## src/rtl/inst_encoder_pkg.sv

```systemverilog
// Shared definitions for the instruction encoder slice.
// Holds the RV32 major opcodes used by the supported subset (shared with the
// decoder), the descriptor kind codes and the encoder FSM state type.
package inst_encoder_pkg;

  // RV32 major opcodes for the supported instruction classes
  localparam logic [6:0] OPCODE_R = 7'b0110011;
  localparam logic [6:0] OPCODE_I = 7'b0010011;
  localparam logic [6:0] OPCODE_B = 7'b1100011;
  localparam logic [6:0] OPCODE_E = 7'b1110011;

  // Descriptor kind codes carried on req_kind
  localparam logic [1:0] KIND_R = 2'd0;
  localparam logic [1:0] KIND_I = 2'd1;
  localparam logic [1:0] KIND_B = 2'd2;
  localparam logic [1:0] KIND_E = 2'd3;

  typedef enum logic {
    ST_IDLE  = 1'b0,
    ST_WRITE = 1'b1
  } enc_state_t;

endpackage

```

## src/rtl/inst_pack.sv

```systemverilog
// Combinational field-to-word packer for the RV32 subset (R-ALU, I-ALU,
// branch, ECALL). Produces the encoded word and a flag telling whether the
// descriptor is legal.
// Ports:
//   kind   in  2   descriptor kind (KIND_*)
//   alu_op in  4   [2:0]=funct3, [3]=inst[30]
//   rs1    in  5   source register 1
//   rs2    in  5   source register 2
//   rd     in  5   destination register
//   imm    in  32  signed immediate / branch byte offset
//   word   out 32  encoded instruction
//   valid  out 1   descriptor is encodable
module inst_pack
  import inst_encoder_pkg::*;
(
  input  logic [1:0]  kind,
  input  logic [3:0]  alu_op,
  input  logic [4:0]  rs1,
  input  logic [4:0]  rs2,
  input  logic [4:0]  rd,
  input  logic [31:0] imm,
  output logic [31:0] word,
  output logic        valid
);

  logic [2:0] funct3;
  logic       alt;
  logic       is_shift;

  assign funct3   = alu_op[2:0];
  assign alt      = alu_op[3];
  assign is_shift = (funct3 == 3'b001) || (funct3 == 3'b101);

  // Pack fields by instruction kind and qualify the descriptor
  always_comb begin
    word  = 32'h0000_0000;
    valid = 1'b0;
    case (kind)
      KIND_R: begin
        word  = {1'b0, alt, 5'b00000, rs2, rs1, funct3, rd, OPCODE_R};
        // inst[30] only distinguishes SUB and SRA
        valid = !alt || (funct3 == 3'b000) || (funct3 == 3'b101);
      end
      KIND_I: begin
        if (is_shift) begin
          // shamt lives in imm[4:0]; inst[30] selects SRAI
          word  = {1'b0, alt, 5'b00000, imm[4:0], rs1, funct3, rd, OPCODE_I};
          valid = (imm[31:5] == 27'd0) && !(alt && (funct3 == 3'b001));
        end else begin
          word  = {imm[11:0], rs1, funct3, rd, OPCODE_I};
          valid = (imm[31:11] == {21{imm[11]}}) && !alt;
        end
      end
      KIND_B: begin
        word  = {imm[12], imm[10:5], rs2, rs1, funct3, imm[4:1], imm[11], OPCODE_B};
        // 13-bit signed even offset; funct3 010/011 are not branches
        valid = !imm[0] && (imm[31:12] == {20{imm[12]}}) &&
                (funct3 != 3'b010) && (funct3 != 3'b011) && !alt;
      end
      KIND_E: begin
        word  = {25'd0, OPCODE_E};
        valid = 1'b1;
      end
      default: begin
        word  = 32'h0000_0000;
        valid = 1'b0;
      end
    endcase
  end

endmodule

```

## src/rtl/inst_encoder.sv

```systemverilog
// Instruction encoder: accepts field-level descriptors over valid/ready,
// encodes legal ones and writes them sequentially into instruction memory
// through a write/ack port. Illegal descriptors are rejected and counted.
// Ports:
//   clk, rst_n          clock, synchronous active-low reset
//   restart             rewind write pointer and clear full (IDLE only)
//   req_valid/req_ready descriptor handshake
//   req_kind, req_alu_op, req_rs1, req_rs2, req_rd, req_imm  descriptor fields
//   mem_we, mem_addr, mem_wdata, mem_ack  memory write port
//   err                 one-cycle pulse on rejected descriptor
//   err_count           saturating count of rejected descriptors
//   word_count          words written since reset/restart
//   full                DEPTH words written
module inst_encoder
  import inst_encoder_pkg::*;
#(
  parameter logic [31:0] BASE_ADDR = 32'h0000_0000,
  parameter int          DEPTH     = 256,
  parameter int          ERR_W     = 8
) (
  input  logic                     clk,
  input  logic                     rst_n,
  input  logic                     restart,
  input  logic                     req_valid,
  output logic                     req_ready,
  input  logic [1:0]               req_kind,
  input  logic [3:0]               req_alu_op,
  input  logic [4:0]               req_rs1,
  input  logic [4:0]               req_rs2,
  input  logic [4:0]               req_rd,
  input  logic [31:0]              req_imm,
  output logic                     mem_we,
  output logic [31:0]              mem_addr,
  output logic [31:0]              mem_wdata,
  input  logic                     mem_ack,
  output logic                     err,
  output logic [ERR_W-1:0]         err_count,
  output logic [$clog2(DEPTH):0]   word_count,
  output logic                     full
);

  localparam int CW = $clog2(DEPTH) + 1;
  localparam logic [CW-1:0]    LAST_WORD = CW'(DEPTH - 1);
  localparam logic [CW-1:0]    CNT_ONE   = CW'(1);
  localparam logic [ERR_W-1:0] ERR_ONE   = ERR_W'(1);

  enc_state_t  state;
  logic [31:0] pack_word;
  logic        pack_valid;

  inst_pack u_pack (
    .kind   (req_kind),
    .alu_op (req_alu_op),
    .rs1    (req_rs1),
    .rs2    (req_rs2),
    .rd     (req_rd),
    .imm    (req_imm),
    .word   (pack_word),
    .valid  (pack_valid)
  );

  // restart takes priority over a new descriptor in IDLE
  assign req_ready = (state == ST_IDLE) && !full && !restart;

  // FSM, write port registers, counters and error reporting
  always_ff @(posedge clk) begin
    if (!rst_n) begin
      state      <= ST_IDLE;
      mem_we     <= 1'b0;
      mem_addr   <= BASE_ADDR;
      mem_wdata  <= 32'h0000_0000;
      err        <= 1'b0;
      err_count  <= '0;
      word_count <= '0;
      full       <= 1'b0;
    end else begin
      err <= 1'b0;
      case (state)
        ST_IDLE: begin
          if (restart) begin
            mem_addr   <= BASE_ADDR;
            word_count <= '0;
            full       <= 1'b0;
          end else if (req_valid && !full) begin
            if (pack_valid) begin
              mem_wdata <= pack_word;
              mem_we    <= 1'b1;
              state     <= ST_WRITE;
            end else begin
              err <= 1'b1;
              if (err_count != '1) begin
                err_count <= err_count + ERR_ONE;
              end
            end
          end
        end
        ST_WRITE: begin
          // address and data stay frozen until the memory accepts
          if (mem_ack) begin
            mem_we     <= 1'b0;
            mem_addr   <= mem_addr + 32'd4;
            word_count <= word_count + CNT_ONE;
            full       <= (word_count == LAST_WORD);
            state      <= ST_IDLE;
          end
        end
        default: begin
          mem_we <= 1'b0;
          state  <= ST_IDLE;
        end
      endcase
    end
  end

endmodule

```

## config.mk

```make
export PLATFORM = sky130hd
export DESIGN_NAME = inst_encoder
export DESIGN_NICKNAME = d
export VERILOG_FILES = /design/src/rtl/inst_encoder_pkg.sv /design/src/rtl/inst_pack.sv /design/src/rtl/inst_encoder.sv
export SDC_FILE = /design/constraint.sdc
export NUM_CORES = 1
export LEC_CHECK = 0
export BUFFER_PORTS_ARGS = -buffer_cell sky130_fd_sc_hd__buf_2
export CORE_MARGIN = 2
export CORE_UTILIZATION = 56
export CTS_BUF_LIST = sky130_fd_sc_hd__clkbuf_8
export DETAILED_ROUTE_END_ITERATION = 8
export GPL_TIMING_DRIVEN = 0
export HOLD_SLACK_MARGIN = 0.06
export PLACE_DENSITY = 0.93
export SYNTH_ARGS = -nofsm -noshare
export SYNTH_HDL_FRONTEND = slang
export SYNTH_SLANG_ARGS = --single-unit
```

## constraint.sdc

```tcl
create_clock -name clk -period 3.71 [get_ports clk]
set_input_delay 0.1855 -clock clk [delete_from_list [all_inputs] [get_ports clk]]
set_output_delay 0.1855 -clock clk [all_outputs]
set_load 0.05 [all_outputs]
```

==> results.toml, run 1 <==
[sta]
min_period_ns = 2.244
finalClockSkew_ns = 0.009115
setup_viol = 0
drv_slew = 0
period_share_pct = 60.48
relSlewSlack_pct = 34.29
rsz0062_at_grt = "false"
clock.fmax_mhz = 445.7
hold_viol = 0
worst_pin_slew_ns = 0.9769
tns_ns = 0

[worst_setup_path]
critPathArrivalTime_ns = 2.52
crit_chain = "buf_6 -> or4b_4 -> a41oi_2 -> inv_2 -> or4_1 -> o21ai_1 -> mux2i_1"
start_kind = "flip-flop"
critPathKind = "reg -> reg"
end_kind = "flip-flop"
ff2ff_setup_slack_ns = 1.47
worstPathMaxFanout = 9
slowest_stage = "or4b_4"
cp.required_ns = 3.99
worst_path_largest_cell_delay_ns = 0.55

[detailed_routing]
postRouteAntennaNets = 0
drt-total-wl_mm = 10.85
viasPerCell = 5.628
first_iter_violations = 184
wl_per_cell_um = 14.66
drc = 0
firstDrtPassIters = 5
routed-via-count = 4165

[synthesis]
ys.flop_type = "dfxtp_1"
syn-cell-area_um2 = 4035
synth_top_cell_by_area = "dfxtp_1"
synth_top_area_share_pct = 39.69
yosysWarningCount = 0
synth.most_common_cell = "nand2_1"
synth_edf_count = 0
async_flop_share_pct = 0
yosys-top-cells-area = "dfxtp_1, mux2i_1, nand2_1"
yosysSeqAreaShare_pct = 39.69
ys_types = 50
synth_seq_cells = 80
synthCells = 489
syn_area_per_cell_um2 = 8.252
ys_top_cells_by_count = "nand2_1, dfxtp_1, mux2i_1, nor2_1, o21ai_0"

[cts]
cts.sinks = 80
cts_hold_buf = 0
insertion_delay_ns = 0.34
clk_pin_slew_ns = 0.09
cts_resized = 0
cts_tree = "done"
cts_root_buffer = "clkbuf_8"
postCtsSetupRepairBufs = 0
cts_made_buffers = 9
htree_levels = 3
clockBufferDepth = 2

[die]
fp.coreArea_um2 = 6869
die_width_um = 88.89
start_util_pct = 58.74
rows = 30
fp.dieH_um = 88.89
die-area_um2 = 7901
io_pins = 143

[worst_hold_path]
hold_class = "in -> reg"

[final_layout]
design_area_um2 = 5052
num_antenna_cells = 0
final_nets = 702
syn_to_final_growth_pct = 25.21
layout-drive-gt1-share_pct = 26.55
final.fill_count = 517

[outcome]
status = "complete, no violations"

[placement]
postPlaceCellArea_um2 = 4847
dp_hpwl_mm = 8.394
port_buffers = 136
globalplace.congestion = 0.8977

[power]
max-vdd-ir-drop_uv = 243.0
p_per_area_nw_per_um2 = 352.9
static-leakage-power_nw = 2.369

[global_routing]
grt_overflow = 0
grt_pass1_wl_mm = 17.33
antenna_found_initial = 0
first_global_vias = 3813
grt_max_degree = 15
track_usage_pct = 27.94

[flow_run]
cap_violations = 0
cells by family after synthesis:
logic type	Yosys count	share of synthesized area [%]
mux	36	8.930
fa+ha+maj	5	1.550
flops	80	39.69
simple gates	238	28.78
compound gates	57	9.209
buf+inv	44	5.674
xor+xnor	28	6.078
other cells	1	0.09293
worst paths after layout:
| kind | cells after the start | start | end |
|---|---|---|---|
| worst max-delay path | 7 | state$_SDFF_PN0_ | err_count[7]$_SDFFE_PN0P_ |
| worst min-delay path | 3 | req_rs1[4] | mem_wdata[19]$_SDFFE_PN0P_ |
| worst max register to register | 7 | state$_SDFF_PN0_ | err_count[7]$_SDFFE_PN0P_ |
| worst min register to register | 2 | mem_wdata[17]$_SDFFE_PN0P_ | mem_wdata[17]$_SDFFE_PN0P_ |
flip-flops by register name, indices dropped and copies added (netlist names):
register	flops
err	1
state	1
word_count	9
full	1
err_count	8
mem_we	1
mem_wdata	29
mem_addr	30
per-layer routing:
metal / vias to the layer above / wire length, um / GRT usage, %
met3: 12 / 845 / 5.690
met4: 0 / 133 / 10.19
li1: 1992 / - / -
met2: 191 / 5666 / 50.95
met5: - / 0 / 0
met1: 1970 / 4206 / 32.08
placed cells by master (no fill, tap or decap), types with 3 or more instances in the layout:
cell type    n
nand3_1     18
o22ai_1      4
buf_4        5
or3_1        9
inv_1       16
nor3_1       6
nor2b_1      8
and2_1       3
nand2b_1    13
mux2i_1     36
ha_1         5
clkbuf_1    16
and4_1       3
and3_1      12
buf_2      138
clkbuf_8    10
xor2_1      20
a32oi_1      4
nand2_1     95
xnor2_1      8
dfxtp_1     80
o21ai_0     23
nor2_1      36
nand4_1     21
a21oi_1      8
nor4_1       7
conb_1       4
power breakdown:
group	switching, W	leakage, nW	internal, W
Clock	0.000326	0.0989	0.000332
Combinational	0.000165	1.62	0.0000794
Sequential	0.00000885	0.646	0.000872
Total	0.000501	2.37	0.00128
final cells by class:
type / instances / area [um^2] / share of cell area [%]
tap: 96 / 120.1 / 2.377
multi-input combinational: 368 / 2216 / 43.86
sequential: 80 / 1602 / 31.70
buffer: 27 / 165.2 / 3.269
inverter: 17 / 63.81 / 1.263
clock buffer: 10 / 137.6 / 2.724
clock inverter: 6 / 67.56 / 1.337
timing repair buffer: 136 / 680.7 / 13.47
metrics by stage:
step	power, W	worst slack, ns	instances	hold slack [ns]	util, %
global route	0.001847	1.232	740	0.08984	73.55
finish	0.001783	1.466	740	0.08097	73.55
CTS	0.001790	1.509	740	0.07751	73.55
global placement	0.001135	1.357	724	0.4305	70.56
floorplan	0.001060	1.509	492	0.3243	-
detailed placement	0.001142	1.309	724	0.4478	70.56
worst max-delay path, delay by kind of cell (launching register included):
family / cells / cell delay, ns
and+or+nand+nor: 2 / 1.03
buffers and inverters: 2 / 0.19
DFF: 1 / 0.31
AOI/OAI and AO/OA: 2 / 0.46
muxes: 1 / 0.20
Note: power is estimated with default switching activity, not from simulation.
==> run 2, diff against run 1 <==
--- a/config.mk
+++ b/config.mk
@@ -7,12 +7,12 @@
 export LEC_CHECK = 0
 export BUFFER_PORTS_ARGS = -buffer_cell sky130_fd_sc_hd__buf_2
 export CORE_MARGIN = 2
-export CORE_UTILIZATION = 56
+export CORE_UTILIZATION = 47
 export CTS_BUF_LIST = sky130_fd_sc_hd__clkbuf_8
 export DETAILED_ROUTE_END_ITERATION = 8
 export GPL_TIMING_DRIVEN = 0
 export HOLD_SLACK_MARGIN = 0.06
-export PLACE_DENSITY = 0.93
+export PLACE_DENSITY = 0.84
 export SYNTH_ARGS = -nofsm -noshare
 export SYNTH_HDL_FRONTEND = slang
 export SYNTH_SLANG_ARGS = --single-unit
==> constraint.sdc (replaced) <==
create_clock -name clk -period 2 [get_ports clk]
set_input_delay 0.1 -clock clk [delete_from_list [all_inputs] [get_ports clk]]
set_output_delay 0.1 -clock clk [all_outputs]
set_load 0.05 [all_outputs]
==> run 2 against run 1 <==
Effect of this change: the flow now finishes with violations (setup timing); register-to-register slack got worse by 1.5 ns; flip-flop and latch count unchanged; critical path depth decreased by 1; non-clock buffer count increased by 23; largest power group unchanged; highest routed layer unchanged.
==> results.toml, run 2 (synthesis gave the netlist of run 1 again) <==
[sta]
drv_slew = 0
min_period_ns = 2.003
finalClockSkew_ns = 0.01267
setup_ws_ns = -0.002557
relSlewSlack_pct = 31.65
period_share_pct = 100.1
setup_viol = 2
rsz0062_at_grt = "true"
hold_viol = 0
clock.fmax_mhz = 499.4
tns_ns = -0.003409
worst_pin_slew_ns = 1.016

[final_layout]
final_nets = 725
largest_reg_flops = 30
reg_top3 = "mem_addr x30, mem_wdata x29, word_count x9"
layout-drive-gt1-share_pct = 29.39
num_antenna_cells = 0
final.fill_count = 688
final_common_cell = "buf_2"
syn_to_final_growth_pct = 32.74
mostFrequentLayoutCells = "buf_2, nand2_1, dfxtp_1"
finish.utilization_pct = 64.86
top_register = "mem_addr"

[placement]
dp_slack_ns = -0.3405
dp_hpwl_mm = 8.148
port_buffers = 136
globalplace.congestion = 0.8626

[die]
rows = 33
fp.coreArea_um2 = 8258
die_width_um = 96.66
start_util_pct = 48.86
io_pins = 143
die-area_um2 = 9342
fp.dieH_um = 96.66

[cts]
cts_made_buffers = 9
cts_tree = "done"
cts.sinks = 80
cts_root_buffer = "clkbuf_8"
insertion_delay_ns = 0.35
clockBufferDepth = 2
clk_pin_slew_ns = 0.08
htree_levels = 3

[global_routing]
track_usage_pct = 23.19
grt_overflow = 0
grt_max_degree = 14
antenna_found_initial = 0
grt_pass1_wl_mm = 18.11
first_global_vias = 3976

[power]
power_w = 0.003297
max-vdd-ir-drop_uv = 357.9
p_per_area_nw_per_um2 = 615.5
static-leakage-power_nw = 2.505

[worst_setup_path]
worst_path_largest_cell_delay_ns = 0.40
start_kind = "flip-flop"
critPathArrivalTime_ns = 2.28
cp.required_ns = 2.28
worstPathMaxFanout = 6
critPathKind = "reg -> reg"
crit_chain = "nand4_1 -> nor4_4 -> buf_4 -> nand3_1 -> or3_1 -> a21oi_1"
slowest_stage = "dfxtp_1"
end_kind = "flip-flop"
worst-path-buf-inv = 1
crit_family = "simple AND/OR/NAND/NOR gates"

[detailed_routing]
postRouteAntennaNets = 0
drt-total-wl_mm = 11.55
firstDrtPassIters = 7
routed-via-count = 4220
viasPerCell = 5.466
wl_per_cell_um = 14.96
drc = 0
first_iter_violations = 172

[outcome]
violations = "setup timing"
status = "complete, but fails checks"

[worst_hold_path]
hold_class = "in -> reg"

[flow_run]
cap_violations = 0
==> run 2: timing repair <==
action / in CTS / in global routing
pin swaps: 3 / 5
setup endpoints to repair: 14 / 35
resized for setup: 8 / 17
cloned: 0 / 0
endpoints found under the hold margin: 14 / 0
buffers inserted: 4 / 6
hold buffers: 14 / 0
==> run 2: per-stage QoR <==
stage | std cells | cell area (um^2) | hold slack, ns
final | 772 | 5356 | 0.09707
after global routing | 772 | 5356 | 0.08265
after CTS | 766 | 5259 | 0.08365
after detailed placement | 733 | 4868 | 0.3511
after global placement | 733 | 4868 | 0.3440
after floorplan | 492 | 4056 | 0.2388
==> run 2: worst register-to-register path, delay by kind of cell, from the launching register on <==
family / cells / cell delay [ns]
AOI/OAI and AO/OA: 1 / 0.14
buffers and inverters: 1 / 0.20
DFF: 1 / 0.40
and+or+nand+nor: 4 / 1.20
==> run 2: final timing paths <==
path | start | end | slack [ns] | cells after the start
setup / recovery | mem_addr[7]$_SDFFE_PN0P_ | mem_addr[26]$_SDFFE_PN0P_ | -0.003 | 6
hold / removal | mem_ack | state$_SDFF_PN0_ | 0.1 | 3
setup reg to reg | mem_addr[7]$_SDFFE_PN0P_ | mem_addr[26]$_SDFFE_PN0P_ | -0.003 | 6
hold reg to reg | mem_wdata[15]$_SDFFE_PN0P_ | mem_wdata[15]$_SDFFE_PN0P_ | 0.46 | 2
==> run 2: layer usage <==
| layer | wire length (um) | track usage, % |
|---|---|---|
| met5 | 0 | 0 |
| met2 | 5711 | 41.83 |
| met4 | 275 | 6.501 |
| met1 | 4683 | 27.28 |
| met3 | 875 | 5.636 |
==> run 2: layout make-up <==
| type | count | area [um^2] | area share, % |
|---|---|---|---|
| sequential | 80 | 1617 | 30.18 |
| tap | 105 | 131.4 | 2.453 |
| timing repair buffer | 160 | 898.4 | 16.77 |
| multi-input combinational | 368 | 2297 | 42.89 |
| clock buffer | 9 | 123.9 | 2.313 |
| buffer | 26 | 160.2 | 2.990 |
| clock inverter | 7 | 65.06 | 1.215 |
| inverter | 17 | 63.81 | 1.191 |
==> run 2: report_power, final <==
group          switching, W  internal (W)
combinational      0.000315      0.000173
clock              0.000608      0.000566
sequential        0.0000195       0.00161
total              0.000942       0.00235
==> run 3, diff against run 2 <==
--- a/config.mk
+++ b/config.mk
@@ -5,9 +5,10 @@
 export SDC_FILE = /design/constraint.sdc
 export NUM_CORES = 1
 export LEC_CHECK = 0
+export ABC_AREA = 1
 export BUFFER_PORTS_ARGS = -buffer_cell sky130_fd_sc_hd__buf_2
 export CORE_MARGIN = 2
-export CORE_UTILIZATION = 47
+export CORE_UTILIZATION = 48
 export CTS_BUF_LIST = sky130_fd_sc_hd__clkbuf_8
 export DETAILED_ROUTE_END_ITERATION = 8
 export GPL_TIMING_DRIVEN = 0
==> run 3 against run 2 <==
Effect of this change: the run now ends clean; via count up 21%; die area rose by 12%; design area rose by 7.1%; fmax rose by 4.9%; clock-buffer cell count did not move; clock skew rose by 0.0030 ns.
==> results.toml, run 3 <==
[worst_setup_path]
critPathKind = "reg -> reg"
worst_path_most_repeated_cell = "nand2_1"
end_kind = "flip-flop"
critPathArrivalTime_ns = 2.16
slowest_stage = "dfxtp_1"
worstPathMaxFanout = 7
start_kind = "flip-flop"
cp_num_cells = 11
reg2reg_depth = 11
crit_family = "simple AND/OR/NAND/NOR gates"
worst_path_largest_cell_delay_ns = 0.49
crit_chain = "nand3_1 -> nor2_4 -> nand2_1 -> nor2_2 -> nand2_1 -> nor2_2 -> nand3_1 -> nor2_1 -> nand2_1 -> nand2_1 -> nor2_1"
worst-path-buf-inv = 0
cp.required_ns = 2.25

[detailed_routing]
postRouteAntennaNets = 0
drc = 0
firstDrtPassIters = 4
drt-total-wl_mm = 12.48
routed-via-count = 5114
viasPerCell = 5.048
wl_per_cell_um = 12.32
first_iter_violations = 206

[flow_run]
cap_violations = 0

[sta]
finalClockSkew_ns = 0.01571
setup_ws_ns = 0.09041
min_period_ns = 1.910
rsz0062_at_grt = "false"
setup_viol = 0
tns_ns = 0
period_share_pct = 95.48
drv_slew = 0
hold_viol = 0
clock.fmax_mhz = 523.7

[placement]
globalplace.congestion = 0.9035
dp_hpwl_mm = 9.674
dp_slack_ns = 0.08419
port_buffers = 137

[worst_hold_path]
min_delay_path_depth = 3
hold_class = "in -> reg"

[final_layout]
top_register = "mem_addr"
syn_to_final_growth_pct = 23.70
largest_reg_flops = 30
mostFrequentLayoutCells = "nand2_1, buf_2, nor2_1"
num_antenna_cells = 0
reg_top3 = "mem_addr x30, mem_wdata x29, word_count x9"
final_nets = 942
final_common_cell = "nand2_1"
layout-drive-gt1-share_pct = 21.95

[synthesis]
syn-cell-area_um2 = 4636
ys_top_cells_by_count = "nand2_1, nor2_1, inv_1, dfxtp_1, a21oi_1"
synth_top_family_by_area = "simple AND/OR/NAND/NOR gates"
yosys-top-cells-area = "dfxtp_1, nand2_1, nor2_1"
synthAdderAreaFrac_pct = 1.350
yosys.area_share.simple_pct = 38.73
ys.flop_type = "dfxtp_1"
synth_top_cell_by_area = "dfxtp_1"
synth_compound_area_share_pct = 11.55
synthMuxAreaShare_pct = 0
async_flop_share_pct = 0
synthXorXnorAreaFrac_pct = 2.834
synth.most_common_cell = "nand2_1"
synth_top_area_share_pct = 34.55
syn_area_per_cell_um2 = 6.385
yosysSeqAreaShare_pct = 34.55
yosysWarningCount = 0
ys_types = 38
synth_seq_cells = 80
synth_edf_count = 0
synthCells = 726

[die]
die_width_um = 102.3
fp.dieH_um = 102.3
rows = 35
fp.coreArea_um2 = 9284
die-area_um2 = 10460
io_pins = 143
start_util_pct = 49.93

[power]
intPower_w = 0.002390
switching_share_pct = 30.93
p_per_area_nw_per_um2 = 603.4
pwr-share-clk_pct = 35.8
switchingPower_w = 0.001070
power_frac_seq_pct = 47.6
static-leakage-power_nw = 2.628
max-vdd-ir-drop_uv = 431.7
p_comb_share_pct = 16.6

[cts]
insertion_delay_ns = 0.36
cts_tree = "done"
postCtsSetupRepairBufs = 0
clk_pin_slew_ns = 0.09
cts_made_buffers = 9
clockBufferDepth = 2
htree_levels = 3
cts.sinks = 80
cts_root_buffer = "clkbuf_8"

[global_routing]
track_usage_pct = 24.37
grt_pass1_wl_mm = 20.35
grt_overflow = 0
antenna_found_initial = 0
grt_max_degree = 16
first_global_vias = 4718

[outcome]
status = "complete, no violations"
-- run 3: cell types whose count changed after synthesis, sizes merged, moves of 12 or more --
| cell | before | now |
|---|---|---|
| a21oi | 9 | 56 |
| and3 | 12 | 0 |
| inv | 17 | 92 |
| mux2i | 36 | 0 |
| nand2 | 95 | 191 |
| nand2b | 13 | 0 |
| nand3 | 18 | 32 |
| nand3b | 1 | 13 |
| nor2 | 36 | 109 |
| nor3 | 7 | 20 |
-- run 3: final timing paths --
check | end | slack, ns | from
setup / recovery | mem_addr[17]$_SDFFE_PN0P_ | 0.09 | mem_addr[4]$_SDFFE_PN0P_
hold / removal | mem_wdata[6]$_SDFFE_PN0P_ | 0.10 | req_kind[1]
setup reg to reg | mem_addr[17]$_SDFFE_PN0P_ | 0.09 | mem_addr[4]$_SDFFE_PN0P_
hold reg to reg | mem_wdata[20]$_SDFFE_PN0P_ | 0.47 | mem_wdata[20]$_SDFFE_PN0P_
-- run 3: cell type report --
| class | instances | area (um^2) |
|---|---|---|
| tap | 129 | 161.4 |
| buffer | 27 | 162.7 |
| multi-input combinational | 530 | 2552 |
| clock buffer | 9 | 123.9 |
| clock inverter | 7 | 77.57 |
| fill | 942 | 3550 |
| timing repair buffer | 139 | 705.7 |
| inverter | 92 | 345.3 |
| sequential | 80 | 1605 |
-- run 3: kinds of logic after synthesis --
logic type                 after synthesis
and+or+nand+nor                        405
AOI/OAI and AO/OA                      101
DFF                                     80
buffers and inverters                  119
adders and majority gates                5
xor gates and xnor gates                15
other                                    1
-- run 3: power by group through the flow --
stage,Sequential (W),Combinational [W],Clock [W]
6_report,0.00165,0.000574,0.00124
5_1_grt,0.00165,0.000626,0.00131
4_1_cts,0.00165,0.000573,0.00125
3_5_place_dp,0.00168,0.000568,0
3_3_place_gp,0.00168,0.000563,0
2_1_floorplan,0.00179,0.000276,0
-- run 3: stage by stage --
stage / power, W / area (um^2) / cells / hold WS, ns / utilization (%)
finish: 0.003460 / 5734 / 1013 / 0.1035 / 61.77
global route: 0.003584 / 5734 / 1013 / 0.1300 / 61.77
CTS: 0.003464 / 5719 / 1013 / 0.08573 / 61.60
detailed placement: 0.002251 / 5498 / 995 / 0.3966 / 59.22
global placement: 0.002244 / 5498 / 995 / 0.3958 / 59.22
floorplan: 0.002071 / 4651 / 729 / 0.2204 / -
-- run 3: timing repair --
| item | 4_1_cts | 5_1_grt |
|---|---|---|
| hold buffers | 2 | 0 |
| endpoints found under the setup margin | 0 | 17 |
| gates resized for setup | 0 | 9 |
| endpoints found under the hold margin | 6 | 0 |
-- run 3: worst register-to-register path: cells and delay by family, from the launching register on --
kind          cells  cell delay [ns]
flops             1             0.49
simple gates     11             1.32
-- run 3: routing by layer --
layer / GRT usage, % / vias up / share of wire (%)
li1: - / 2628 / -
met5: 0 / - / 0
met4: 7.590 / 0 / 1.2
met2: 43.37 / 160 / 49
met3: 5.540 / 16 / 6.1
met1: 29.19 / 2310 / 44
